==> src/rtl/mult_acc_pkg.sv <==
// Shared types and constants for the product accumulator stage.
package mult_acc_pkg;

  localparam int SIZE_DEF  = 16;
  localparam int GUARD_DEF = 8;
  localparam int CNT_W_DEF = 8;

  typedef enum logic [1:0] {
    IDLE  = 2'd0,
    ACCUM = 2'd1,
    HOLD  = 2'd2
  } state_t;

  function automatic int acc_width(input int size, input int guard);
    return 2 * size + guard;
  endfunction

endpackage

==> src/rtl/acc_adder.sv <==
// Accumulator adder: acc + zero-extended product with carry out of the top bit.
// With MULT_ACC_SATURATE_EN defined the sum clamps to all-ones on carry; otherwise it wraps.
module acc_adder #(
  parameter int ACC_W  = 40,
  parameter int PROD_W = 32
) (
  input  logic [ACC_W-1:0]  acc,
  input  logic [PROD_W-1:0] prod,
  output logic [ACC_W-1:0]  sum,
  output logic              carry
);

  logic [ACC_W:0] raw;

  assign raw   = {1'b0, acc} + {{(ACC_W + 1 - PROD_W){1'b0}}, prod};
  assign carry = raw[ACC_W];

`ifdef MULT_ACC_SATURATE_EN
  assign sum = carry ? {ACC_W{1'b1}} : raw[ACC_W-1:0];
`else
  assign sum = raw[ACC_W-1:0];
`endif

endmodule

==> src/rtl/product_accumulator.sv <==
// Sums framed product beats into a wide accumulator and holds each frame total until accepted.
// Optional clamp-on-overflow arithmetic is selected with MULT_ACC_SATURATE_EN (see acc_adder).
module product_accumulator
  import mult_acc_pkg::*;
#(
  parameter int SIZE  = SIZE_DEF,
  parameter int GUARD = GUARD_DEF,
  parameter int ACC_W = acc_width(SIZE, GUARD),
  parameter int CNT_W = CNT_W_DEF
) (
  input  logic              clk,
  input  logic              rst_n,
  input  logic              clear,
  input  logic              in_valid,
  output logic              in_ready,
  input  logic [2*SIZE-1:0] in_prod,
  input  logic              in_last,
  output logic              out_valid,
  input  logic              out_ready,
  output logic [ACC_W-1:0]  out_acc,
  output logic [CNT_W-1:0]  out_count,
  output logic              out_overflow
);

  // Handshake: a transfer happens on a rising edge where valid && ready are both high;
  // valid never depends on ready, and out_* stay stable while out_valid && !out_ready.

  state_t           state;
  state_t           state_next;
  logic [ACC_W-1:0] acc;
  logic [CNT_W-1:0] count;
  logic             overflow;
  logic [ACC_W-1:0] sum;
  logic             carry;
  logic [CNT_W-1:0] cnt_inc;
  logic             take;

  assign in_ready = (state != HOLD) && !clear;
  assign take     = in_valid && in_ready;
  assign cnt_inc  = (count == {CNT_W{1'b1}}) ? count : count + 1'b1;

  acc_adder #(
    .ACC_W  (ACC_W),
    .PROD_W (2 * SIZE)
  ) u_adder (
    .acc   (acc),
    .prod  (in_prod),
    .sum   (sum),
    .carry (carry)
  );

  always_ff @(posedge clk or negedge rst_n) begin
    if (!rst_n) begin
      state <= IDLE;
    end else begin
      state <= state_next;
    end
  end

  always_comb begin
    state_next = state;
    if (clear) begin
      state_next = IDLE;
    end else begin
      case (state)
        IDLE, ACCUM: if (take) state_next = in_last ? HOLD : ACCUM;
        HOLD:        if (out_ready) state_next = IDLE;
        default:     state_next = IDLE;
      endcase
    end
  end

  // out_valid mirrors the registered HOLD state so the result and its valid launch together.
  always_ff @(posedge clk or negedge rst_n) begin
    if (!rst_n) begin
      acc          <= '0;
      count        <= '0;
      overflow     <= 1'b0;
      out_acc      <= '0;
      out_count    <= '0;
      out_overflow <= 1'b0;
      out_valid    <= 1'b0;
    end else begin
      out_valid <= (state_next == HOLD);
      if (clear) begin
        acc      <= '0;
        count    <= '0;
        overflow <= 1'b0;
      end else if (take) begin
        if (in_last) begin
          out_acc      <= sum;
          out_count    <= cnt_inc;
          out_overflow <= overflow | carry;
          acc          <= '0;
          count        <= '0;
          overflow     <= 1'b0;
        end else begin
          acc      <= sum;
          count    <= cnt_inc;
          overflow <= overflow | carry;
        end
      end
    end
  end

endmodule

==> config.mk <==
export PLATFORM = sky130hd
export DESIGN_NAME = product_accumulator
export DESIGN_NICKNAME = d
export VERILOG_FILES = /design/src/rtl/mult_acc_pkg.sv /design/src/rtl/acc_adder.sv /design/src/rtl/product_accumulator.sv
export SDC_FILE = /design/constraint.sdc
export NUM_CORES = 1
export LEC_CHECK = 0
export ABC_AREA = 1
export CAP_MARGIN = 20
export CELL_PAD_IN_SITES_DETAIL_PLACEMENT = 0
export CELL_PAD_IN_SITES_GLOBAL_PLACEMENT = 1
export CORE_ASPECT_RATIO = 1.2
export CORE_MARGIN = 3
export CORE_UTILIZATION = 36
export DETAILED_ROUTE_END_ITERATION = 6
export PLACE_DENSITY_LB_ADDON = 0.2
export SYNTH_ARGS = -nofsm -noshare
export SYNTH_HDL_FRONTEND = slang
export SYNTH_SLANG_ARGS = --single-unit
==> constraint.sdc <==
create_clock -name clk -period 1.8 [get_ports clk]
set_input_delay 0.36 -clock clk [delete_from_list [all_inputs] [get_ports clk]]
set_output_delay 0.36 -clock clk [all_outputs]
set_load 0.01 [all_outputs]
==> flow_summary.ini, run 1 <==
[detailed_routing]
drtPass1Iterations = 5
viasPerCell = 4.862
drt_iter0_drc = 296
wl_per_cell_um = 15.48
route.vias.total = 6909
finalWirelength_mm = 22.00
antenna_left = 0
drc = 0

[sta]
tns_ns = -4.740
postLayoutSetupSlackWorst_ns = -0.1948
slew_headroom_pct = 66.74
rsz0062_at_grt = yes
timing.fmax_ghz = 0.5013
worst_pin_slew_ns = 0.4944
fin_crit_sh_pct = 110.8
finClkSkew_ns = 0.009000
timing.hold.ws_ns = 0.4728
final_hold_viol_count = 0
setup_viol = 57
finalCriticalPeriod_ns = 1.995
slew_viol_final = 0

[clock_tree]
clk_latency_ns = 0.36
clock_sinks = 101
clkTransAtPathRegs_ns = 0.08
numCtsBuffers = 9
clockRootBuffer = clkbuf_16
htree_levels = 3
clock_path_buffers = 2
cts_tree = yes

[cells_and_area]
diodes = 0
n_fill_cell = 1630
final_net_count = 1268
drive_gt1_share_pct = 37.14
final_common_cell = nand2_1
final_cells = 1421
syn_to_final_growth_pct = 62.50
final_cell_mix = nand2_1, inv_1, buf_4, dfrtp_1, nand2_2

[grt]
grt_pass1_vias = 7081
grt-ovfl-total = 0
grtUsageTotal_pct = 22.12
antenna_found_initial = 0
grt_pass1_wl_mm = 35.40
grt_max_degree = 41

[place]
gp_congestion = 0.8988
hpwl_mm = 15.94
port_buffers = 88
dp.cells = 1376

[power_and_ir_drop]
power.total_w = 0.007491
p_sw_w = 0.002590
power_density_mw_per_mm2 = 692.2
p_int_w = 0.004901
swShare_pct = 34.58
p_seq_share_pct = 35.9
p_comb_share_pct = 37.9
p_leak_nw = 5.557
ir_drop_v = 0.0004483
power.clock.fraction_pct = 26.2

[synth]
ys_warn_count = 0
synth_area_mm2 = 0.006660
synth_seq_cells = 101
ys_seq_area_share_pct = 37.95
yosys.area.top_type = dfrtp_1
synth_top_area_share_pct = 37.95
syn_nets = 1053
synth_area_leaders = dfrtp_1, nand2_1, inv_1
syn_avg_cell_area_um2 = 6.789
synthCells = 981
synth_cell_type_count = 35

[setup_path]
crit_chain = ha_4 -> inv_2 -> fa_2 -> inv_2 -> nand3_2 -> nand3_2 -> buf_4 -> buf_4 -> buf_4 -> buf_4 -> xor2_2 -> a22o_1
slowest_delay_ns = 0.42
worstPathMaxFanout = 3
cpMaxStageDelayCell = dfrtp_1
worstPathArrival_ns = 2.24
end_kind = flop
cp_common_cell = buf_4
start_kind = flop
crit_type = reg -> reg
worstPathRequired_ns = 2.05

[floorplanning]
ios = 89
dieWidth_um = 130.2
coreArea_mm2 = 0.01784
initial_utilization_pct = 37.34
rows = 53
die_area_mm2 = 0.02018
die_h_um = 155

[run_status]
outcome = finished, violations left
violations = negative setup slack

[run]
maxCapViolations = 0

[worst_hold_path]
hold_class = in -> async
[cell families (layout without fill, tap and decap cells)]
| logic type | count (synthesis) | count (layout) | synth area share [%] |
|---|---|---|---|
| xor+xnor | 18 | 18 | 2.367 |
| simple gates | 602 | 602 | 37.80 |
| compound gates | 77 | 77 | 6.782 |
| flops | 101 | 101 | 37.95 |
| fa+ha+maj | 34 | 34 | 6.500 |
| buf+inv | 149 | 369 | 8.604 |
[cell type report]
type                    instances  area [um^2]  share of cell area, %
clock buffers                  10        229.0                  2.116
clock inverters                 6        60.06                 0.5549
inverters                     130        488.0                  4.509
multi-input cells             731         5151                  47.60
flip-flops and latches        101         2527                  23.35
well taps                     220        275.3                  2.543
repair buffers                223         2092                  19.33
[metal layers]
metal | track usage [%] | wire (um)
met1 | 26.89 | 9093
met2 | 39.41 | 11700
met3 | 3.297 | 652
met4 | 7.574 | 560
met5 | 0 | 0
[repair_timing]
| action | in CTS | in global routing |
|---|---|---|
| setup buffers | 11 | 20 |
| resized for setup | 217 | 161 |
| endpoints found under the hold margin | 27 | 0 |
| setup endpoints to repair | 74 | 74 |
| pin swaps | 67 | 89 |
| hold buffers | 1 | 0 |
[cell usage after synthesis]
library cell / instances
nand3_1: 71
buf_2: 8
or2_1: 2
ha_1: 33
and2_1: 1
a2111oi_0: 1
fa_1: 1
a21boi_1: 1
buf_4: 1
nor4_1: 5
clkinv_1: 1
a21oi_2: 1
o32ai_1: 2
nand4_1: 1
nand3_2: 5
a22o_1: 9
clkbuf_1: 10
o21ai_1: 5
nor2_1: 64
o22ai_1: 6
o21ai_0: 20
xnor2_1: 7
nor2_2: 10
dfrtp_1: 101
inv_2: 10
nor2_4: 2
nand2_1: 413
nor3_1: 8
a21oi_1: 27
a31oi_1: 4
inv_1: 119
nand3b_1: 12
nand2_2: 8
a21o_1: 1
xor2_1: 11
[path summary, 6_finish.rpt]
| kind | cells past startpoint | endpoint | slack [ns] | from |
|---|---|---|---|---|
| setup / recovery | 12 | acc[4] | -0.19 | acc[0] |
| hold / removal | 2 | acc[11] | 0.47 | rst_n |
| setup reg to reg | 12 | acc[4] | -0.19 | acc[0] |
| hold reg to reg | 2 | out_acc[9] | 0.48 | out_acc[9] |
| max in group asynchronous | 3 | out_acc[26] | 0.76 | rst_n |
| min in group clk | 2 | out_acc[9] | 0.48 | out_acc[9] |
[stage by stage]
stage          setup WS, ns  area [um^2]  utilization, %
2_1_floorplan      -0.02262         6685               -
3_3_place_gp        -0.7413         8725           48.91
3_5_place_dp        -0.7349         8725           48.91
4_1_cts             -0.1423        10020           56.18
5_1_grt             -0.2752        10820           60.67
6_report            -0.1948        10820           60.67
[power by group through the flow]
stage                     clock network, W  logic [W]  registers [W]
final                              0.00196    0.00284        0.00269
after global routing               0.00210    0.00310        0.00273
after CTS                          0.00202    0.00255        0.00269
after detailed placement                 0    0.00218        0.00271
after global placement                   0    0.00217        0.00271
after floorplan                          0   0.000934        0.00279
[state kept, by name (all words and copies together) (netlist names)]
name / cells
out_acc: 40
out_valid: 1
out_count: 8
out_overflow: 1
state: 2
acc: 40
overflow: 1
count: 8
[critical path, delay by kind of cell, from the launching register on]
| kind | cells | cell delay [ns] |
|---|---|---|
| DFF | 1 | 0.42 |
| buffers and inverters | 6 | 0.61 |
| AOI/OAI and AO/OA | 1 | 0.18 |
| and+or+nand+nor | 2 | 0.17 |
| xor gates and xnor gates | 1 | 0.14 |
| adders and majority gates | 2 | 0.36 |
No activity file was read; power rests on OpenSTA's default activity.
==> inputs of run 2 (changes only) <==
--- a/config.mk
+++ b/config.mk
@@ -13,6 +13,7 @@
 export CORE_MARGIN = 3
 export CORE_UTILIZATION = 36
 export DETAILED_ROUTE_END_ITERATION = 6
+export HOLD_SLACK_MARGIN = 0.02
 export PLACE_DENSITY_LB_ADDON = 0.2
 export SYNTH_ARGS = -nofsm -noshare
 export SYNTH_HDL_FRONTEND = slang
==> results of run 2 <==
Final layout, timing and power as in run 1 (identical DEF).
==> inputs of run 3 (changes only) <==
--- a/config.mk
+++ b/config.mk
@@ -15,6 +15,7 @@
 export DETAILED_ROUTE_END_ITERATION = 6
 export HOLD_SLACK_MARGIN = 0.02
 export PLACE_DENSITY_LB_ADDON = 0.2
+export REMOVE_ABC_BUFFERS = 1
 export SYNTH_ARGS = -nofsm -noshare
 export SYNTH_HDL_FRONTEND = slang
 export SYNTH_SLANG_ARGS = --single-unit
==> flow_summary.ini, run 3 (same netlist as run 1, synthesis figures left out) <==
[place]
gp_congestion = 0.8990
port_buffers = 88
dpl_cell_area_mm2 = 0.008467
hpwl_mm = 15.40
dp.cells = 1355
dp_slack_ns = -0.7517

[grt]
grt-ovfl-total = 0
grtUsageTotal_pct = 21.64
grt_pass1_vias = 6901
grt_pass1_wl_mm = 34.80
antenna_found_initial = 0
grt_max_degree = 36

[power_and_ir_drop]
swShare_pct = 35.35
power_density_mw_per_mm2 = 709.9
p_leak_nw = 5.391
p_sw_w = 0.002649
power.clock.fraction_pct = 27.1
ir_drop_v = 0.0005406
p_seq_share_pct = 36.1
p_comb_share_pct = 36.9
p_int_w = 0.004845

[cells_and_area]
final_common_cell = nand2_1
largestRegisters = acc: 40 flops, out_acc: 40 flops
final_cell_mix = nand2_1, inv_1, buf_4, dfrtp_1, nand2_2
syn_to_final_growth_pct = 58.50
fin_area_mm2 = 0.01056
final_net_count = 1255
final_cells = 1408
final_util_pct = 59.18
drive_gt1_share_pct = 35.94
diodes = 0

[detailed_routing]
route.met2.wl_mm = 11.28
route.vias.total = 6902
drtPass1Iterations = 5
wl_met1_mm = 9.693
viasPerCell = 4.902
drt_iter0_drc = 363
finalWirelength_mm = 21.96
topRoutingLayerUsed = met4
wl_per_cell_um = 15.60
antenna_left = 0
wl_met3_um = 605
drc = 0

[worst_hold_path]
hold_class = in -> async

[setup_path]
cp_common_cell = nand2_1
worstPathMaxFanout = 3
crit_type = reg -> reg
slowest_delay_ns = 0.37
start_kind = flop
critPathTopFamily = simple AND/OR/NAND/NOR gates
worstPathArrival_ns = 2.25
cpMaxStageDelayCell = dfrtp_1
crit_chain = ha_2 -> inv_2 -> fa_2 -> inv_2 -> nand3_2 -> nand3_2 -> nand2_1 -> nand2_1 -> nand2_1 -> nand2_2 -> nand2_2 -> nand2_2 -> nand2_2 -> nand2_1 -> nand2_1 -> nand2_1
worst-path-buf-inv = 2
worstPathRequired_ns = 2.11
end_kind = flop

[clock_tree]
numCtsBuffers = 9
clock_sinks = 101
clk_latency_ns = 0.36
cts_tree = yes
clkTransAtPathRegs_ns = 0.08
htree_levels = 3
clock_path_buffers = 2
clockRootBuffer = clkbuf_16

[sta]
slew_viol_final = 0
fin_crit_sh_pct = 107.9
finalCriticalPeriod_ns = 1.941
finClkSkew_ns = 0.01073
timing.hold.ws_ns = 0.4660
postLayoutSetupSlackWorst_ns = -0.1413
worst_pin_slew_ns = 0.4004
rsz0062_at_grt = yes
setup_viol = 51
timing.fmax_ghz = 0.5151
slew_headroom_pct = 73.31
final_hold_viol_count = 0

[floorplanning]
die_area_mm2 = 0.02018
dieWidth_um = 130.2
ios = 89
coreArea_mm2 = 0.01784
rows = 53
initial_utilization_pct = 37.34
die_h_um = 155

[run_status]
violations = negative setup slack
outcome = finished, violations left

[run]
maxCapViolations = 0
[run 3: cell types whose count changed in the layout (fill, tap and decap cells not counted), sizes merged]
cell / change
buf: -13
clkbuf: -1
clkdlybuf4s50: -1
clkinvlp: -1
dlygate4sd2: -2
dlymetal6s2s: +3
inv: +2
[run 3: path summary, 6_finish.rpt]
path | startpoint | endpoint | slack (ns) | depth (start not counted)
max | acc[0] | out_overflow | -0.14 | 16
min | rst_n | out_acc[5] | 0.47 | 2
max reg2reg | acc[0] | out_overflow | -0.14 | 16
min reg2reg | out_acc[2] | out_acc[2] | 0.48 | 2
max in group asynchronous | rst_n | out_acc[25] | 0.81 | 3
min in group clk | out_acc[2] | out_acc[2] | 0.48 | 2
[run 3: layout make-up]
| type | count | area [um^2] |
|---|---|---|
| multi-input cells | 731 | 5057 |
| inverters | 130 | 488.0 |
| repair buffers | 210 | 1914 |
| flip-flops and latches | 101 | 2527 |
| clock inverters | 7 | 68.82 |
| well taps | 220 | 275.3 |
| fillers | 1647 | 7282 |
| clock buffers | 9 | 225.2 |
[run 3: metal layers]
layer	vias to the layer above	track usage, %
li1	3471	-
met1	3291	28.32
met2	116	37.46
met3	24	2.644
met4	0	5.891
met5	-	0
[run 3: through the flow]
stage,TNS [ns],total power (W)
after floorplan,-40.54,0.003704
after global placement,-46.77,0.004801
after detailed placement,-47.47,0.004815
after CTS,-2.816,0.007215
after global routing,-10.64,0.007917
final,-3.632,0.007494
[run 3: worst reg2reg max path: cells and delay by family (launching register included)]
kind	cells	cell delay (ns)
fa+ha+maj	2	0.54
buf+inv	2	0.12
flops	1	0.37
simple gates	12	0.87
[run 3: timing repair]
item / CTS / global route
endpoints found under the setup margin: 74 / 77
pin swaps: 59 / 65
gates resized for setup: 208 / 159
hold buffers: 1 / 0
setup buffers: 9 / 28
cloned: 0 / 0
hold endpoints to repair: 24 / 0
[run 3: power groups by stage]
| stage | Sequential (W) | Clock (W) | Combinational (W) |
|---|---|---|---|
| floorplan | 0.00279 | 0 | 0.000914 |
| global placement | 0.00272 | 0 | 0.00208 |
| CTS | 0.00270 | 0.00207 | 0.00244 |
| detailed placement | 0.00272 | 0 | 0.00209 |
| finish | 0.00270 | 0.00203 | 0.00276 |
| global route | 0.00274 | 0.00218 | 0.00300 |
